[config.mk]
export PLATFORM = sky130hd
export DESIGN_NAME = calc_op_sequencer
export DESIGN_NICKNAME = d
export VERILOG_FILES = /design/src/rtl/calc_pkg.sv /design/src/rtl/calc_edge_detect.sv /design/src/rtl/calc_op_sequencer.sv
export SDC_FILE = /design/constraint.sdc
export NUM_CORES = 1
export LEC_CHECK = 0
export BUFFER_PORTS_ARGS = -buffer_cell sky130_fd_sc_hd__buf_2
export CORE_ASPECT_RATIO = 0.7
export CORE_MARGIN = 2
export CORE_UTILIZATION = 56
export CTS_CLUSTER_SIZE = 20
export DETAILED_ROUTE_END_ITERATION = 8
export PLACE_DENSITY_LB_ADDON = 0.1
export SLEW_MARGIN = 25
export SYNTH_ARGS = -nofsm -noshare
export SYNTH_HDL_FRONTEND = slang
export SYNTH_SLANG_ARGS = --single-unit
[constraint.sdc]
create_clock -name clk -period 3.9 [get_ports clk]
set_input_delay 0.78 -clock clk [delete_from_list [all_inputs] [get_ports clk]]
set_output_delay 0.78 -clock clk [all_outputs]
set_load 0.005 [all_outputs]
[src/rtl/calc_pkg.sv]
// ============================================================================
// calc_pkg : shared types and constants for the calculator sequencer slice
// Revision : 1.0
// ============================================================================
`default_nettype none

package calc_pkg;

    localparam int OPND_W = 4;
    localparam int RES_W  = 8;
    localparam logic [RES_W-1:0] DIV_ERR_VALUE = 8'hFF;

    typedef enum logic [1:0] {
        OP_ADD = 2'b00,
        OP_SUB = 2'b01,
        OP_MUL = 2'b10,
        OP_DIV = 2'b11
    } opcode_t;

    typedef enum logic [1:0] {
        LOAD_A = 2'b00,
        LOAD_B = 2'b01,
        EXEC   = 2'b10,
        HOLD   = 2'b11
    } state_t;

    // Enable vector order: [0] add, [1] sub, [2] mul, [3] div
    function automatic logic [3:0] op_onehot(input opcode_t op);
        return 4'b0001 << op;
    endfunction

endpackage

`default_nettype wire

[src/rtl/calc_edge_detect.sv]
// ============================================================================
// calc_edge_detect : registered rising-edge detector for a synchronous button
// Revision : 1.0
// ============================================================================
`default_nettype none

module calc_edge_detect (
    input  logic clk,
    input  logic rst_n,
    input  logic btn,
    output logic rise
);

    logic btn_q;
    logic btn_d;

    always_comb begin
        btn_d = btn;
    end

    always_ff @(posedge clk or negedge rst_n) begin
        if (!rst_n) begin
            btn_q <= 1'b0;
        end else begin
            btn_q <= btn_d;
        end
    end

    assign rise = btn & ~btn_q;

endmodule

`default_nettype wire

[src/rtl/calc_op_sequencer.sv]
// ============================================================================
// calc_op_sequencer : captures operands/opcode, enables one arithmetic unit
//                     for a settle window, then registers the shared result.
// Revision : 1.0
// ============================================================================
`default_nettype none

module calc_op_sequencer
    import calc_pkg::*;
#(
    parameter int SETTLE_CYCLES = 2
) (
    input  logic              clk,
    input  logic              rst_n,
    input  logic [OPND_W-1:0] sw_data,
    input  logic              load_btn,
    input  logic [1:0]        op_sel,
    input  logic              clr,
    input  logic [RES_W-1:0]  result_bus,
    output logic [OPND_W-1:0] op_a,
    output logic [OPND_W-1:0] op_b,
    output logic              en_add,
    output logic              en_sub,
    output logic              en_mul,
    output logic              en_div,
    output logic [RES_W-1:0]  result,
    output logic              result_valid,
    output logic              neg,
    output logic              div_err,
    output logic              busy
);

    localparam logic [3:0] SETTLE_LAST = 4'(SETTLE_CYCLES - 1);

    logic load_edge;

    calc_edge_detect u_load_edge (
        .clk   (clk),
        .rst_n (rst_n),
        .btn   (load_btn),
        .rise  (load_edge)
    );

    state_t              state_q,  state_d;
    opcode_t             opcode_q, opcode_d;
    logic [OPND_W-1:0]   op_a_q,   op_a_d;
    logic [OPND_W-1:0]   op_b_q,   op_b_d;
    logic [3:0]          cnt_q,    cnt_d;
    logic [3:0]          en_q,     en_d;
    logic [RES_W-1:0]    result_q, result_d;
    logic                valid_q,  valid_d;
    logic                neg_q,    neg_d;
    logic                derr_q,   derr_d;
    logic                div_zero;

    assign div_zero = (opcode_q == OP_DIV) && (op_b_q == '0);

    always_comb begin
        state_d  = state_q;
        opcode_d = opcode_q;
        op_a_d   = op_a_q;
        op_b_d   = op_b_q;
        cnt_d    = cnt_q;
        en_d     = 4'b0000;
        result_d = result_q;
        valid_d  = valid_q;
        neg_d    = neg_q;
        derr_d   = derr_q;
        if (clr) begin
            state_d  = LOAD_A;
            opcode_d = OP_ADD;
            op_a_d   = '0;
            op_b_d   = '0;
            cnt_d    = '0;
            result_d = '0;
            valid_d  = 1'b0;
            neg_d    = 1'b0;
            derr_d   = 1'b0;
        end else begin
            case (state_q)
                LOAD_A: begin
                    if (load_edge) begin
                        op_a_d  = sw_data;
                        state_d = LOAD_B;
                    end
                end
                LOAD_B: begin
                    if (load_edge) begin
                        op_b_d   = sw_data;
                        opcode_d = opcode_t'(op_sel);
                        cnt_d    = '0;
                        state_d  = EXEC;
                        // A divide by zero never wakes the divider
                        if (!((opcode_t'(op_sel) == OP_DIV) && (sw_data == '0))) begin
                            en_d = op_onehot(opcode_t'(op_sel));
                        end
                    end
                end
                EXEC: begin
                    cnt_d = 4'(cnt_q + 4'd1);
                    en_d  = en_q;
                    if (cnt_q == SETTLE_LAST) begin
                        en_d     = 4'b0000;
                        result_d = div_zero ? DIV_ERR_VALUE : result_bus;
                        valid_d  = 1'b1;
                        neg_d    = (opcode_q == OP_SUB) && (op_a_q < op_b_q);
                        derr_d   = div_zero;
                        state_d  = HOLD;
                    end
                end
                HOLD: begin
                    if (load_edge) begin
                        op_a_d  = sw_data;
                        valid_d = 1'b0;
                        neg_d   = 1'b0;
                        derr_d  = 1'b0;
                        state_d = LOAD_B;
                    end
                end
                default: state_d = LOAD_A;
            endcase
        end
    end

    always_ff @(posedge clk or negedge rst_n) begin
        if (!rst_n) begin
            state_q  <= LOAD_A;
            opcode_q <= OP_ADD;
            op_a_q   <= '0;
            op_b_q   <= '0;
            cnt_q    <= '0;
            en_q     <= 4'b0000;
            result_q <= '0;
            valid_q  <= 1'b0;
            neg_q    <= 1'b0;
            derr_q   <= 1'b0;
        end else begin
            state_q  <= state_d;
            opcode_q <= opcode_d;
            op_a_q   <= op_a_d;
            op_b_q   <= op_b_d;
            cnt_q    <= cnt_d;
            en_q     <= en_d;
            result_q <= result_d;
            valid_q  <= valid_d;
            neg_q    <= neg_d;
            derr_q   <= derr_d;
        end
    end

    assign op_a         = op_a_q;
    assign op_b         = op_b_q;
    assign en_add       = en_q[0];
    assign en_sub       = en_q[1];
    assign en_mul       = en_q[2];
    assign en_div       = en_q[3];
    assign result       = result_q;
    assign result_valid = valid_q;
    assign neg          = neg_q;
    assign div_err      = derr_q;
    assign busy         = (state_q == EXEC);

endmodule

`default_nettype wire

==> flow_summary_export.csv <==
group,metric,value,unit
finish,area_growth,18.79,%
placed_design,globalplace.congestion,0.8316,
pwr,pwr_density_cell,493.8,mW/mm^2
drt,vias,1389,
worst_hold_path,min_from,"en_q[1]",
finish,nets,235,
cts,cts-resized-gates,0,
timing,fin_setup_tns,0,ns
pwr,seq_power_share,41.3,%
synthesis,yosysTopAreaCell,"dfrtp_1",
synthesis,synthTopCellsByArea,"dfrtp_1, nand2_1, ha_1, nor2_1, a21oi_1",
synthesis,avgSynthCellArea,9.597,sq um
drt,antenna_left,0,
cts,cts_tree,"built",
finish,drive_above_1_share,26.67,%
grt,grt_usage,27.40,%
cts,cts_root_buf,"clkbuf_8",
timing,fin_skew,0.005320,ns
placed_design,dp_hpwl,2818,um
drt,drc,0,
run_status,status,"complete, no violations",
grt,globalRouteOverflowTotal,0,
cts,clockBufferDepth,2,
grt,antenna_found_initial,0,
finish,fillers,222,
floorplanning,die_x,68.52,um
finish,diodes,0,
timing,relSlewSlack,50.63,%
critical_path,crit_type,"reg -> out",
critical_path,required,3.12,ns
pwr,clkPwrFrac,33.7,%
floorplanning,std_cell_rows,16,
grt,grt_pass1_vias,1446,
cts,clk_pin_slew,0.07,ns
pwr,p_sw,313.8,uW
worst_hold_path,hold_path_class,"reg -> reg",
synthesis,synth_top_area_share,49.08,%
drt,first_pass_iters,4,
pwr,swShare,32.79,%
synthesis,netlist_instances,170,
timing,fin_crit_sh,56.29,%
synthesis,synth_cell_types,39,
cts,holdBufCountCts,0,
placed_design,io_buffer_count,41,
flow_run,drv_cap,0,
floorplanning,ioPinCount,42,
finish,final_area,0.001938,sq mm
timing,hold_viol_final,0,
grt,grt_max_degree,33,
pwr,max-vdd-ir-drop,0.3542,mV
cts,cts_buffers,5,
grt,grt_pass1_wl,6672,um
timing,rsz0062_at_grt,"false",
pwr,p_leak,0.9497,nW
timing,period_minus_slack,2.195,ns
drt,avgViaCountPerCell,5.646,
critical_path,crit_start,"state_q[0]",
floorplanning,die_area,0.003368,sq mm
timing,max_freq,0.4555,GHz
critical_path,worst-path-max-fanout,11,
synthesis,yosys_warnings,0,
pwr,p_comb_share,25.0,%
critical_path,start_kind,"register",
synthesis,syn_area,0.001632,sq mm
critical_path,cp.arrival,1.42,ns
placed_design,placed_area,0.001827,sq mm
drt,totalWireLength,3827,um
timing,setup_viol,0,
drt,drtIter0Drc,124,
cts,worstSkewPairLatency,0.30,ns
floorplanning,core_region_area,0.002783,sq mm
floorplanning,fp.dieH,49.16,um
cts,clkSinkCount,32,
timing,maxSlewViolCount,0,
timing,tightest_slew,0.7365,ns
cts,cts_htree_levels,2,
synthesis,syn_nets,196,
critical_path,worstReg2RegStart,"state_q[0]",
synthesis,ys_seq_elements,32,
critical_path,endpoint_kind,"primary output",
floorplanning,start_util,58.63,%
cts,post_cts_buffers,0,
synthesis,ys_seq_area_share,49.08,%
drt,wire_per_inst,15.56,um
pwr,power.internal,643.2,uW
==> final timing paths <==
kind,to,depth (start not counted),slack (ns)
max in group asynchronous,cnt_q[0],1,2.92
setup / recovery,busy,3,1.70
hold / removal,en_q[1],2,0.48
hold reg to reg,en_q[1],2,0.48
min in group asynchronous,neg,1,0.53
setup reg to reg,en_q[0],6,1.79
==> layout by cell type, fill, tap and decap left out, types with 2 or more instances in the layout <==
master,synthesis,final
clkbuf_8,0,5
inv_1,10,10
a2111o_1,2,2
buf_2,5,41
a31oi_1,2,2
nand2_1,27,27
dfrtp_1,32,32
a22o_1,2,2
o21ai_1,9,9
nand2b_1,6,6
a21oi_1,9,9
o21ai_0,7,7
nand3b_1,3,3
nand3_1,6,6
nor3_2,2,2
ha_1,8,8
or3_1,2,2
o31ai_1,2,2
nor2_1,13,13
==> sequential cells by signal (all words and copies together) (netlist names) <==
signal / cells
cnt_q: 4
div_err: 1
en_q: 4
neg: 1
op_a: 4
op_b: 4
opcode_q: 2
result: 8
result_valid: 1
state_q: 2
u_load_edge.btn_q: 1
==> synthesized netlist by cell type (all sizes together) <==
cell type  instances
o21ai             16
a22o               2
and3               1
nand2b             6
o41ai              2
a2111oi            1
a211oi             1
nand4b             1
nand3              6
nor3               2
or3                2
inv               11
o31ai              2
nor2              13
a31oi              2
o32ai              1
o2bb2ai            1
xnor2              1
nor4               1
dfrtp             32
nand2             27
clkbuf             2
and2               1
and2b              1
a2111o             2
ha                 8
o311ai             1
o211ai             1
nor3b              1
nor4b              1
o22ai              1
a21oi              9
a22oi              1
buf                7
nand3b             3
==> cell type report <==
class	instances	area [sq um]	share of cell area, %
well taps	36	45.04	2.324
inverters	11	41.29	2.130
flip-flops and latches	32	800.8	41.32
clock inverters	3	42.54	2.195
repair buffers	41	205.2	10.59
clock buffers	5	68.82	3.551
multi-input cells	118	734.5	37.90
==> through the flow <==
| step | util [%] | hold WS (ns) | setup WS (ns) | total power [mW] | std cells |
|---|---|---|---|---|---|
| floorplan | - | 0.4616 | 2.271 | 0.5626 | 170 |
| global placement | 65.65 | 0.4635 | 1.868 | 0.6210 | 238 |
| detailed placement | 65.65 | 0.4706 | 1.747 | 0.6382 | 238 |
| CTS | 69.65 | 0.4886 | 1.713 | 0.9614 | 246 |
| global route | 69.65 | 0.5192 | 1.600 | 1.010 | 246 |
| finish | 69.65 | 0.4838 | 1.705 | 0.9570 | 246 |
==> power groups by stage <==
stage	sequential, mW	combinational, mW	clock (mW)
floorplan	0.393	0.169	0
global placement	0.397	0.225	0
detailed placement	0.400	0.238	0
CTS	0.395	0.240	0.326
global route	0.400	0.269	0.341
finish	0.395	0.239	0.323
==> routing by layer <==
layer,up-vias,global-route usage [%],routed length [um]
met5,-,0,0
met4,0,11.33,70
met3,9,8.083,266
met2,45,41.83,1807
met1,668,36.21,1683
li1,667,-,-
==> kinds of logic after synthesis <==
family | synth area share [%]
buf+inv | 5.905
flops | 49.08
simple gates | 20.71
compound gates | 17.64
xor+xnor | 0.5369
fa+ha+maj | 6.135
==> worst max-delay path, cell delays in order, from the launching register on <==
cell and delay (ns):
dfrtp_1 0.43, inv_1 0.09, ha_1 0.40, buf_2 0.19
Power figures use the tool's default switching activity.
